[src/rtl/comm_pkg.sv]
// Shared framing definitions for the serial link receiver and transmitter.
// Latency: n/a (types and constants only).
// Backpressure: n/a.
package comm_pkg;

    // Receiver alignment states
    typedef enum logic [1:0] {
        HUNT  = 2'd0,
        CHECK = 2'd1,
        LOCK  = 2'd2
    } sync_state_t;

    // Default sync byte, sent MSB-first at the start of every frame
    localparam logic [7:0] SYNC_WORD_DEF = 8'h47;

endpackage

[src/rtl/sync_shift8.sv]
// 8-bit MSB-first shift register that also presents the value it is about to load.
// Latency: q_nx is combinational from d; the register updates on the enabled clock edge.
// Backpressure: none; shifts on every cycle en is high.
module sync_shift8
    import comm_pkg::*;
(
    input  logic       clk,
    input  logic       reset,
    input  logic       en,
    input  logic       d,
    output logic [7:0] q_nx
);

    logic [7:0] q;

    // Next register value: oldest bit falls off the top, new bit enters at the bottom
    always_comb begin
        q_nx = {q[6:0], d};
    end

    // Shift register, only moves on enable
    always_ff @(posedge clk or negedge reset) begin
        if (!reset) begin
            q <= '0;
        end else if (en) begin
            q <= q_nx;
        end
    end

endmodule

[src/rtl/frame_sync_rx.sv]
// Frame aligner: hunts the sync byte, confirms alignment, then emits payload bytes with a 1-cycle valid.
// Latency: every output is registered and appears 1 clk after the bit_en that qualifies it.
// Backpressure: none; the byte sink must accept one byte per 8 bit_en strobes.
module frame_sync_rx
    import comm_pkg::*;
#(
    parameter logic [7:0]  SYNC_WORD   = SYNC_WORD_DEF,
    parameter int unsigned FRAME_BYTES = 4,
    parameter int unsigned LOCK_CNT    = 2,
    parameter int unsigned LOSS_CNT    = 3
)(
    input  logic       clk,
    input  logic       reset,
    input  logic       bit_en,
    input  logic       bit_in,
    output logic [7:0] data_out,
    output logic       data_valid,
    output logic       frame_start,
    output logic       locked,
    output logic       sync_err
);

    localparam logic [7:0] LAST_BYTE = 8'(FRAME_BYTES);
    localparam logic [7:0] LOCK_TGT  = 8'(LOCK_CNT);
    localparam logic [7:0] LOSS_TGT  = 8'(LOSS_CNT);

    sync_state_t state;
    sync_state_t state_nx;
    logic [7:0]  sreg_nx;
    logic [2:0]  bit_cnt;
    logic [7:0]  byte_cnt;
    logic [7:0]  match_cnt;
    logic [7:0]  match_nx;
    logic [7:0]  miss_cnt;
    logic [7:0]  miss_nx;
    logic        sync_hit;
    logic        slot_done;
    logic        byte_done;
    logic        dv_nx;
    logic        fs_nx;
    logic        se_nx;

    sync_shift8 u_shift (
        .clk   (clk),
        .reset (reset),
        .en    (bit_en),
        .d     (bit_in),
        .q_nx  (sreg_nx)
    );

    // Frame-position decode: the current bit finishes the sync slot or a payload byte
    always_comb begin
        sync_hit  = (sreg_nx == SYNC_WORD);
        slot_done = (bit_cnt == 3'd7) && (byte_cnt == 8'd0);
        byte_done = (bit_cnt == 3'd7) && (byte_cnt != 8'd0);
    end

    // State register together with the lock-qualification and loss counters
    always_ff @(posedge clk or negedge reset) begin
        if (!reset) begin
            state     <= HUNT;
            match_cnt <= '0;
            miss_cnt  <= '0;
        end else begin
            state     <= state_nx;
            match_cnt <= match_nx;
            miss_cnt  <= miss_nx;
        end
    end

    // Next-state logic; nothing moves unless a bit arrives
    always_comb begin
        state_nx = state;
        match_nx = match_cnt;
        miss_nx  = miss_cnt;
        if (bit_en) begin
            case (state)
                HUNT: begin
                    if (sync_hit) begin
                        match_nx = 8'd1;
                        state_nx = (LOCK_TGT == 8'd1) ? LOCK : CHECK;
                    end
                end
                CHECK: begin
                    if (slot_done) begin
                        if (sync_hit) begin
                            match_nx = match_cnt + 8'd1;
                            if (match_nx == LOCK_TGT) begin
                                state_nx = LOCK;
                            end
                        end else begin
                            match_nx = '0;
                            state_nx = HUNT;
                        end
                    end
                end
                LOCK: begin
                    if (slot_done) begin
                        if (sync_hit) begin
                            miss_nx = '0;
                        end else begin
                            miss_nx = miss_cnt + 8'd1;
                            if (miss_nx == LOSS_TGT) begin
                                miss_nx  = '0;
                                match_nx = '0;
                                state_nx = HUNT;
                            end
                        end
                    end
                end
                default: begin
                    state_nx = HUNT;
                    match_nx = '0;
                    miss_nx  = '0;
                end
            endcase
        end
    end

    // FSM outputs: lock flag and the pulse values to register this cycle
    always_comb begin
        locked = (state == LOCK);
        dv_nx  = bit_en && (state == LOCK) && byte_done;
        se_nx  = bit_en && (state == LOCK) && slot_done && !sync_hit;
        fs_nx  = bit_en && (((state == LOCK) && slot_done && sync_hit) ||
                            ((state != LOCK) && (state_nx == LOCK)));
    end

    // Frame position counters; a HUNT hit means the sync byte just ended, so the
    // next bit is the first bit of payload byte 1
    always_ff @(posedge clk or negedge reset) begin
        if (!reset) begin
            bit_cnt  <= '0;
            byte_cnt <= '0;
        end else if (bit_en) begin
            if (state_nx == HUNT) begin
                bit_cnt  <= '0;
                byte_cnt <= '0;
            end else if (state == HUNT) begin
                bit_cnt  <= '0;
                byte_cnt <= 8'd1;
            end else if (bit_cnt == 3'd7) begin
                bit_cnt  <= '0;
                byte_cnt <= (byte_cnt == LAST_BYTE) ? 8'd0 : byte_cnt + 8'd1;
            end else begin
                bit_cnt  <= bit_cnt + 3'd1;
            end
        end
    end

    // Registered outputs: pulses last one cycle, data_out holds the last payload byte
    always_ff @(posedge clk or negedge reset) begin
        if (!reset) begin
            data_out    <= '0;
            data_valid  <= 1'b0;
            frame_start <= 1'b0;
            sync_err    <= 1'b0;
        end else begin
            data_valid  <= dv_nx;
            frame_start <= fs_nx;
            sync_err    <= se_nx;
            if (dv_nx) begin
                data_out <= sreg_nx;
            end
        end
    end

endmodule
[config.mk]
export PLATFORM = sky130hd
export DESIGN_NAME = frame_sync_rx
export DESIGN_NICKNAME = d
export VERILOG_FILES = /design/src/rtl/comm_pkg.sv /design/src/rtl/sync_shift8.sv /design/src/rtl/frame_sync_rx.sv
export SDC_FILE = /design/constraint.sdc
export NUM_CORES = 1
export LEC_CHECK = 0
export CAP_MARGIN = 25
export CORE_MARGIN = 2
export CORE_UTILIZATION = 40
export CTS_CLUSTER_SIZE = 30
export DETAILED_ROUTE_END_ITERATION = 6
export PLACE_DENSITY = 0.54
export SLEW_MARGIN = 20
export SYNTH_ARGS = -nofsm -noshare
export SYNTH_HDL_FRONTEND = slang
export SYNTH_SLANG_ARGS = --single-unit
[constraint.sdc]
create_clock -name clk -period 5.5 [get_ports clk]
set_input_delay 1.1 -clock clk [delete_from_list [all_inputs] [get_ports clk]]
set_output_delay 1.1 -clock clk [all_outputs]
set_load 0.01 [all_outputs]
Word-level counts from Yosys, hierarchy flattened
Cells that the tools add are included.
- register bits after elaboration: 47
- output and inout bits: 12
- logic and storage cells: 77
- $add $sub $neg: 4
- equality and inequality tests: 14
- mux-type cells: 27
- bitwise operators: 1
- reduce and logical (&&, ||, !) cells: 21
- operators with widths (kind ; number):
    $mux W8 ; 13
    $add A8 B1 Y8 const B ; 3
    $pmux W8 S3 ; 1
    $eq A8 B2 Y1 const B ; 2
    $mux W2 ; 8
    $pmux W8 S2 ; 1
    $logic_and A1 B1 Y1 ; 10
    $mux W3 ; 3
    $eq A8 B3 Y1 const B ; 1
    $eq A8 B7 Y1 const B ; 1
    $logic_not A8 Y1 ; 1
    $ne A2 B2 Y1 const B ; 4
    $reduce_bool A8 Y1 ; 1
    $pmux W2 S3 ; 1
    $reduce_and A6 Y1 ; 1
    $eq A2 B2 Y1 const B ; 2
    $logic_not A2 Y1 ; 2
    $ne A2 B1 Y1 const B ; 2
    $add A3 B1 Y3 const B ; 1
    $eq A3 B3 Y1 const B ; 1
    $reduce_and A3 Y1 ; 1
    $reduce_bool A3 Y1 ; 1
    $eq A2 B1 Y1 const B ; 1
    $reduce_and A2 Y1 ; 1
    4 further kinds ; 4

Depth between registers and ports, before layout
Gate-level depths: netlist of run 1.
- depth after elaboration: 11
- mapped depth: 10

Hierarchy
From an unflattened synthesis of run 1, not the netlist that was laid out.
- cell total of the unflattened synthesis: 265
- area, all modules: 2660.1 um^2
- by module, submodules not included (module ; instances ; cells each ; area each (um^2) ; seq. area each (um^2)):
    frame_sync_rx ; 1 ; 249 ; 2361.0 ; 1001.0
    sync_shift8 ; 1 ; 16 ; 299.0 ; 175.2

Worst setup path after synthesis of run 1
OpenSTA, ideal clock, no wires.
- kind: input port to flip-flop
- start point: input bit_in
- end point: register match_cnt[6]
- setup time: 0.095 ns
- arrival: 2.434 ns
- required time: 5.405 ns
- path slack: 2.971 ns
- stages: 7
- path through: nand4b_1 > or4_1 > clkbuf_1 > and3_1 > a22oi_2 > o21ai_0 > o31ai_1
- longest elaborated chain between the ends: 4
- elaborated cells between the ends (all ways): 7
- classes of those cells: 3 x eq/ne; 3 x mux; 1 x reduce/logical
- ends and longest elaborated chain (element ; RTL line ; source):
    start, declared ; frame_sync_rx.sv:15 ; input logic bit_in,
    $eq A8 B7 Y1 * ; frame_sync_rx.sv:53 ; sync_hit = (sreg_nx == SYNC_WORD);
    $mux W8 ; frame_sync_rx.sv:86 ; if (sync_hit) begin
    $mux W8 ; frame_sync_rx.sv:85 ; if (slot_done) begin
    $pmux W8 S3 ; frame_sync_rx.sv:77 ; case (state)
    end signal, assigned ; frame_sync_rx.sv:66 ; match_cnt <= match_nx;
    end, declared ; frame_sync_rx.sv:32 ; logic [7:0] match_cnt;
Mark *: on every way between the ends. The rest lies on a longest branch, timed or not. The select of a mux whose other input is x is not followed.
A chain may end at the register's enable or synchronous reset.

Final worst setup path of run 1
- start point: input bit_en
- end point: register byte_cnt[7]
- longest elaborated chain between the ends: 4
- elaborated cells between the ends (all ways): 5
- classes of those cells: 2 x mux; 3 x reduce/logical
- ends and longest elaborated chain (element ; RTL line ; source):
    start, declared ; frame_sync_rx.sv:14 ; input logic bit_en,
    $mux W2 ; frame_sync_rx.sv:76 ; if (bit_en) begin
    $logic_not A2 Y1 ; frame_sync_rx.sv:136 ; if (state_nx == HUNT) begin
    $reduce_bool A3 Y1 (no source line) ; - ;
    $reduce_and A2 Y1 (no source line) ; - ;
    end signal, assigned ; frame_sync_rx.sv:144 ; byte_cnt <= (byte_cnt == LAST_BYTE) ? 8'd0 : byte_cnt + 8'd1;
    end, declared ; frame_sync_rx.sv:31 ; logic [7:0] byte_cnt;
Several ways; a longest one is shown, not always the timed one.

==> impl_metrics.tcl, run 1 <==
set metrics [dict create \
    wl_met3_um 124 \
    synth-adder-area-share_pct 3.83 \
    maxCapViolations 0 \
    ctsResizeCount 0 \
    power_mw 0.781 \
    rr_startpoint "miss_cnt[0]" \
    fin_skew_ns 0.00631 \
    relSlewSlack_pct 43.1 \
    nFillCells 604 \
    core_mm2 0.00635 \
    ys_ff_latch 47 \
    dr.pass1.iters 5 \
    grt_pass1_vias 1855 \
    cts_setup_buffers 0 \
    clkPwrFrac_pct 28.7 \
    synth.distinct_cells 47 \
    rr_endpoint "byte_cnt[7]" \
    p_int_mw 0.541 \
    slew_viol_final 0 \
    drt_iter0_markers 92 \
    fin_nets 293 \
    htreeDepth 2 \
    reg2reg_depth 7 \
    grtUsageTotal_pct 15.3 \
    synth_top_cell_by_area "dfrtp_1" \
    ctsHoldBuffers 0 \
    wl_per_cell_um 14.3 \
    holdPathStages 1 \
    cts.clk_slew.worst_paths_ns 0.09 \
    timing.hold.ws_ns 0.499 \
    clkLatencyLatePin_ns 0.30 \
    cts_inserted_buffers 5 \
    path_class "in2reg" \
    ios 16 \
    grt_pass1_wl_mm 9.05 \
    cts_tree "done" \
    drc 0 \
    min_period_ns 3.13 \
    synth_flop_cell "dfrtp_1" \
    clock-root-buffer "clkbuf_8" \
    wl_mm 5.14 \
    synthTopCellsByArea "dfrtp_1 45%, mux2_2 6.9%, o21ai_0 5.4%" \
    worst_pin_slew_ns 0.851 \
    crit_path_end_kind "flip-flop" \
    syn_to_final_growth_pct 11.2 \
    synth.avg_cell_area_um2 9.69 \
    yosys_warnings 0 \
    min_path_type "reg2reg" \
    place.gp.congestion 0.751 \
    synth_xor_area_share_pct 0 \
    fin_util_pct 45.8 \
    die_h_um 84.9 \
    vias 2007 \
    power_density_mw_per_mm2 268 \
    synthSimpleGateAreaFrac_pct 21.5 \
    synth_compound_area_share_pct 19.0 \
    wl_met1_mm 2.64 \
    routed.top_layer "met4" \
    synth_top_family_by_area "simple AND/OR/NAND/NOR gates" \
    synth.top_cell.area_share_pct 45.0 \
    dieWidth_um 84.9 \
    worst-r2r-setup-slack_ns 2.65 \
    grt_max_degree 48 \
    synth_area_mm2 0.00262 \
    crit_required_ns 5.70 \
    hpwl_mm 3.53 \
    netlist_instances 270 \
    ys_seq_area_share_pct 45.0 \
    status "finished, final reports clean" \
    vdd_drop_max_mv 0.138 \
    hold_path.startpoint "bit_cnt[1]" \
    ant_nets 0 \
    start_kind "primary input" \
    power_frac_seq_pct 53.5 \
    worstPathArrival_ns 3.33 \
    leakage_nw 1.29 \
    grt_antenna_before_repair 0 \
    via_per_inst 5.59 \
    switching_share_pct 30.8 \
    io_buffers 15 \
    holdPathEnd "bit_cnt[1]" \
    start_util_pct 41.2 \
    clock_path_buffers 2 \
    finalCritPeriodShare_pct 56.9 \
    async_flop_share_pct 100 \
    wl_met2_mm 2.32 \
    synthMuxAreaShare_pct 7.27 \
    comb_power_share_pct 17.8 \
    max_freq_ghz 0.320 \
    diodes 0 \
    setup_viol 0 \
    drive_gt1_share_pct 12.4 \
    power_switching_mw 0.240 \
    hold_viol_final 0 \
    synth-edff-count 0 \
    clock_sinks 47 \
    rsz0062_at_grt "no" \
    overflow 0 \
    design.die.area_mm2 0.00720 \
    cp_max_fo 24 \
    tns_ns 0 \
    rows 29 \
    syn-num-nets 282 \
]
## registers in the layout, indices dropped and copies added (netlist names)
| register | flops |
|---|---|
| byte_cnt | 8 |
| u_shift.q | 7 |
| state | 2 |
| frame_start | 1 |
| sync_err | 1 |
| data_out | 8 |
| data_valid | 1 |
| bit_cnt | 3 |
| miss_cnt | 8 |
| match_cnt | 8 |
## layout by cell type, fill, tap and decap left out, types with 7 or more instances in the layout
cell type	synthesis	routed
dfrtp_1	47	47
o21ai_0	28	28
nor2_1	19	19
nand2_1	18	18
mux2_2	16	16
nand3_1	15	15
clkdlybuf4s50_1	0	14
a21oi_1	13	13
and3_1	12	12
ha_1	8	8
inv_1	7	7
o31ai_1	7	7
## power groups by stage
stage,Clock (mW),Combinational [mW],Sequential (mW)
after floorplan,0,0.118,0.411
after global placement,0,0.138,0.426
after detailed placement,0,0.141,0.426
after CTS,0.236,0.141,0.419
after global routing,0.249,0.162,0.426
final,0.224,0.139,0.418
## layer usage
layer,vias to the layer above,global-route usage (%)
met3,5,2.72
li1,1017,-
met5,-,0
met1,961,22.3
met4,0,4.33
met2,24,23.4
## final cells by class
class | count | area [um^2] | share of cell area [%]
multi-input combinational | 202 | 1350 | 46.4
sequential | 47 | 1180 | 40.4
timing repair buffer | 18 | 165 | 5.67
tap | 77 | 96.3 | 3.31
clock buffer | 5 | 68.8 | 2.36
clock inverter | 3 | 26.3 | 0.903
inverter | 7 | 26.3 | 0.903
## stage by stage
stage                     setup slack, ns  cells  instance area, um^2
after global placement               2.02    350                 2810
final                                2.37    359                 2910
after detailed placement             2.03    351                 2820
after global routing                 2.13    359                 2910
after floorplan                      2.97    270                 2620
after CTS                            2.36    359                 2910
## synthesized netlist by cell type (5+ instances only)
| cell | n |
|---|---|
| dfrtp_1 | 47 |
| o21ai_0 | 28 |
| nor2_1 | 19 |
| nand2_1 | 18 |
| mux2_2 | 16 |
| nand3_1 | 15 |
| a21oi_1 | 13 |
| and3_1 | 12 |
| clkbuf_1 | 10 |
| ha_1 | 8 |
| inv_1 | 7 |
| o31ai_1 | 7 |
| nor3_1 | 6 |
| o2bb2ai_1 | 6 |
| nand2b_1 | 5 |
| nand4_1 | 5 |
## worst max path at each step
stage            from           end  depth (start not counted)
3_3_place_gp   bit_en   byte_cnt[7]                          6
5_1_grt        bit_en   byte_cnt[7]                          6
4_1_cts        bit_en   byte_cnt[6]                          6
3_5_place_dp   bit_en   byte_cnt[6]                          6
2_1_floorplan  bit_in  match_cnt[6]                          7
6_report       bit_en   byte_cnt[7]                          6
## worst max-delay path: stages
cell	delay (ns)
clkdlybuf4s50_1	1.03
and2_1	0.26
a21oi_1	0.09
a2bb2oi_2	0.46
o21ai_0	0.17
a21o_1	0.22
## cell families after synthesis
logic type | Yosys count
adder cells (fa/ha/maj) | 8
buffers and inverters | 21
AND/OR/NAND/NOR | 104
AO/OA/AOI/OAI | 73
multiplexers | 17
flip-flops | 47
Note: power is estimated with default switching activity, not from simulation.
==> run 2, diff against run 1 <==
clock period = 3.2 ns   (was 5.5 ns; I/O delays follow)
==> run 2 against run 1 <==
  * Non-clock buffer count grew 5
  * Via count grew 5.4%
  * Largest cell class unchanged
  * Design area grew 1.2%
  * Clock power grew 67%
  * Highest routed layer unchanged
  * Worst hold slack lost 0.24 ns
  * First-iteration DRC count grew 18%
  * Clock skew grew 0.0090 ns
  * Critical endpoint is now byte_cnt[6]
  * Total power grew 73%
  * Global-route usage grew 1.1 points
  * Sequential share of layout area shrank 0.50 points
==> impl_metrics.tcl, run 2 (same netlist as run 1, synthesis figures left out) <==
set metrics [dict create \
    drt_iter0_markers 109 \
    wl_mm 5.46 \
    cp_slowest_stage_delay_ns 0.45 \
    hpwl_mm 3.91 \
    diodes 0 \
    die_h_um 84.9 \
    ctsResizeCount 0 \
    place.gp.congestion 0.785 \
    relSlewSlack_pct 60.3 \
    cts_tree "done" \
    start_util_pct 41.2 \
    clock-root-buffer "clkbuf_8" \
    mostFrequentLayoutCells "47 x dfrtp_1, 28 x o21ai_0, 19 x nor2_1" \
    comb_power_share_pct 18.8 \
    setup_viol 0 \
    drive_gt1_share_pct 13.9 \
    cts_setup_buffers 0 \
    crit_path_end_kind "flip-flop" \
    vias 2116 \
    min_period_ns 2.65 \
    io_buffers 15 \
    ant_nets 0 \
    path_class "reg2reg" \
    timing.hold.ws_ns 0.257 \
    power_switching_mw 0.414 \
    drc 0 \
    status "finished, final reports clean" \
    dr.pass1.iters 4 \
    leakage_nw 1.32 \
    rows 29 \
    final_cell_area_mm2 0.00295 \
    grt_pass1_wl_mm 9.67 \
    clock_sinks 47 \
    vdd_drop_max_mv 0.315 \
    overflow 0 \
    htreeDepth 2 \
    hold_viol_final 0 \
    cp_max_fo 10 \
    critPathTopFamily "compound AO/OA/AOI/OAI gates" \
    core_mm2 0.00635 \
    path_cells "ha_1 > or3_1 > a211o_1 > a221oi_4 > a2bb2oi_2 > o21ai_0 > a21o_1" \
    ios 16 \
    cts_inserted_buffers 5 \
    final_common_cell "dfrtp_1" \
    grt_pass1_vias 1949 \
    slowest_stage "dfrtp_1" \
    rsz0062_at_grt "no" \
    clkPwrFrac_pct 27.7 \
    finalCritPeriodShare_pct 82.8 \
    worst-path-buf-inv 0 \
    worstPathArrival_ns 2.84 \
    dieWidth_um 84.9 \
    power_density_mw_per_mm2 459 \
    ctsHoldBuffers 0 \
    min_path_type "in2async" \
    switching_share_pct 30.6 \
    slew_viol_final 0 \
    cts.clk_slew.worst_paths_ns 0.10 \
    fin_nets 298 \
    wl_per_cell_um 15.0 \
    power_frac_seq_pct 53.5 \
    grtUsageTotal_pct 16.4 \
    placed_cell_area_mm2 0.00286 \
    maxCapViolations 0 \
    max_freq_ghz 0.377 \
    crit_required_ns 3.39 \
    syn_to_final_growth_pct 12.6 \
    grt_antenna_before_repair 0 \
    fin_util_pct 46.4 \
    clkLatencyLatePin_ns 0.31 \
    tns_ns 0 \
    clock_path_buffers 2 \
    via_per_inst 5.81 \
    grt_max_degree 30 \
    p_int_mw 0.937 \
    start_kind "flip-flop" \
    worst_pin_slew_ns 0.589 \
    design.die.area_mm2 0.00720 \
    fin_skew_ns 0.0153 \
]
-- run 2: cell types whose count changed in the layout (fill, tap and decap cells not counted), sizes merged --
| cell | before | now |
|---|---|---|
| inv | 10 | 8 |
| clkinv | 0 | 2 |
| buf | 4 | 9 |
-- run 2: routing by layer --
metal,track usage [%],vias up,routed length (um)
met5,0,-,0
met4,3.90,0,63
met3,3.21,7,114
met2,25.0,22,2430
met1,24.2,1048,2860
li1,-,1039,-
-- run 2: final timing paths --
path,from,to,slack [ns],depth (start not counted)
worst max-delay path,miss_cnt[0],byte_cnt[6],0.55,7
worst min-delay path,reset,match_cnt[3],0.26,1
max in group asynchronous,reset,bit_cnt[0],2.20,2
min in group clk,bit_cnt[1],bit_cnt[1],0.50,1
worst min register to register,bit_cnt[1],bit_cnt[1],0.50,1
worst max register to register,miss_cnt[0],byte_cnt[6],0.55,7
-- run 2: cell type report --
cell class	instances	area, um^2
Tap cell	77	96.3
Inverter	7	26.3
Multi-Input combinational cell	202	1350
Clock inverter	3	22.5
Fill cell	618	3400
Clock buffer	5	68.8
Timing Repair Buffer	23	205
Sequential cell	47	1180
-- run 2: through the flow --
stage | instances | power (mW) | setup WS [ns]
floorplan | 270 | 0.909 | 0.850
global route | 364 | 1.44 | 0.310
detailed placement | 356 | 0.995 | 0.374
CTS | 364 | 1.37 | 0.534
global placement | 355 | 0.987 | 0.427
finish | 364 | 1.35 | 0.549
-- run 2: power groups by stage --
| stage | Combinational [mW] | Sequential [mW] | Clock [mW] |
|---|---|---|---|
| global placement | 0.252 | 0.734 | 0 |
| CTS | 0.260 | 0.724 | 0.384 |
| floorplan | 0.203 | 0.706 | 0 |
| global route | 0.295 | 0.735 | 0.410 |
| finish | 0.255 | 0.723 | 0.374 |
| detailed placement | 0.259 | 0.736 | 0 |
==> run 3, diff against run 2 <==
clock period = 2.8 ns   (was 3.2 ns; I/O delays follow)
==> run 3 against run 2 <==
  * Maximum frequency grew 3.1%
  * Setup slack lost 0.32 ns
  * Combinational power rose by 18%
  * Cell count up 1.4%
  * Sequential power rose by 14%
  * Total power grew 22%
  * Die area did not move
  * Flip-flop and latch count is the same
  * Worst hold slack improved by 0.012 ns
  * Critical path type unchanged
==> impl_metrics.tcl, run 3 (same netlist as run 1, synthesis figures left out) <==
set metrics [dict create \
    status "finished, final reports clean" \
    via_per_inst 5.51 \
    nFillCells 615 \
    setup_viol 0 \
    final_common_cell "dfrtp_1" \
    overflow 0 \
    io_buffers 15 \
    min_path_type "in2async" \
    fin_skew_ns 0.00542 \
    drive_gt1_share_pct 15.4 \
    power_density_mw_per_mm2 549 \
    mostFrequentLayoutCells "47 x dfrtp_1, 27 x o21ai_0, 19 x nor2_1" \
    fin_util_pct 47.4 \
    crit_path_end_kind "flip-flop" \
    max_freq_ghz 0.389 \
    grt_pass1_vias 1997 \
    timing.hold.ws_ns 0.268 \
    hpwl_mm 3.97 \
    rows 29 \
    hold_viol_final 0 \
    clock_path_buffers 2 \
    preCtsSetupSlack_ns 0.233 \
    htreeDepth 2 \
    final_cell_area_mm2 0.00301 \
    tns_ns 0 \
    cp_slowest_stage_delay_ns 0.45 \
    min_period_ns 2.57 \
    cts_setup_buffers 0 \
    area.sequential_mm2 0.00118 \
    ctsResizeCount 0 \
    vdd_drop_max_mv 0.309 \
    clkLatencyLatePin_ns 0.31 \
    placed_cell_area_mm2 0.00289 \
    dr.pass1.iters 4 \
    slew_viol_final 0 \
    cts_tree "done" \
    ctsHoldBuffers 0 \
    ios 16 \
    start_kind "flip-flop" \
    grtUsageTotal_pct 16.7 \
    rsz0062_at_grt "no" \
    fin_nets 303 \
    dp_cells 361 \
    start_util_pct 41.2 \
    path_cells "ha_1 > or3_1 > a211o_1 > a221oi_4 > a2bb2oi_2 > o21ai_0 > a21o_1" \
    wl_mm 5.54 \
    worstPathArrival_ns 2.77 \
    maxCapViolations 0 \
    wl_per_cell_um 15.0 \
    design.die.area_mm2 0.00720 \
    slowest_stage "dfrtp_1" \
    grt_antenna_before_repair 0 \
    clock-root-buffer "clkbuf_8" \
    diodes 0 \
    crit_required_ns 3.00 \
    finalCritPeriodShare_pct 91.8 \
    grt_max_degree 30 \
    cts_inserted_buffers 5 \
    dieWidth_um 84.9 \
    clock_sinks 47 \
    place.gp.congestion 0.848 \
    worst_pin_slew_ns 0.691 \
    drc 0 \
    relSlewSlack_pct 53.6 \
    die_h_um 84.9 \
    ant_nets 0 \
    vias 2034 \
    drt_iter0_markers 54 \
    power_mw 1.65 \
    finish.cell_count_without_fillers 369 \
    syn_to_final_growth_pct 15.0 \
    leakage_nw 1.35 \
    core_mm2 0.00635 \
    cts.clk_slew.worst_paths_ns 0.10 \
    cp_max_fo 10 \
    final_critical_path_setup_slack_ns 0.230 \
    path_class "reg2reg" \
    grt_pass1_wl_mm 9.74 \
    multi_input_area_mm2 0.00135 \
]
[run 3: changes by cell type in the layout (fill, tap and decap cells not counted)]
cell,delta
buf_4,+5
clkinv_4,-1
clkinv_2,-1
o21ai_1,+1
o21ai_0,-1
clkinvlp_4,+1
bufinv_16,+1
[run 3: final timing paths]
kind	end	from	slack, ns	depth (start not counted)
max in group asynchronous	byte_cnt[6]	reset	1.91	2
worst max-delay path	byte_cnt[2]	miss_cnt[1]	0.23	7
worst min register to register	bit_cnt[2]	bit_cnt[2]	0.51	1
worst min-delay path	match_cnt[2]	reset	0.27	1
worst max register to register	byte_cnt[2]	miss_cnt[1]	0.23	7
min in group clk	bit_cnt[2]	bit_cnt[2]	0.51	1
[run 3: critical path: cells and delay by family, from the launching register on]
| family | cells | cell delay (ns) |
|---|---|---|
| compound gates | 5 | 1.34 |
| flops | 1 | 0.45 |
| simple gates | 1 | 0.39 |
| fa+ha+maj | 1 | 0.30 |
[run 3: power breakdown]
part           internal, mW  total [mW]  switching (mW)  leakage [nW]
sequential            0.750       0.825          0.0753         0.627
combinational         0.147       0.302           0.155         0.664
clock                 0.269       0.524           0.255        0.0548
[run 3: cell type report]
type,instances,area share (%)
Multi-Input combinational cell,202,44.9
Sequential cell,47,39.1
Timing Repair Buffer,28,8.07
Tap cell,77,3.20
Clock buffer,5,2.29
Clock inverter,3,1.54
Inverter,7,0.874
[run 3: layer usage]
| layer | vias up | part of all wire (%) | GRT usage, % |
|---|---|---|---|
| met5 | - | 0 | 0 |
| met4 | 0 | 1.1 | 4.33 |
| met3 | 6 | 2.6 | 3.40 |
| met2 | 21 | 43 | 25.8 |
| met1 | 968 | 53 | 24.1 |
| li1 | 1039 | - | - |
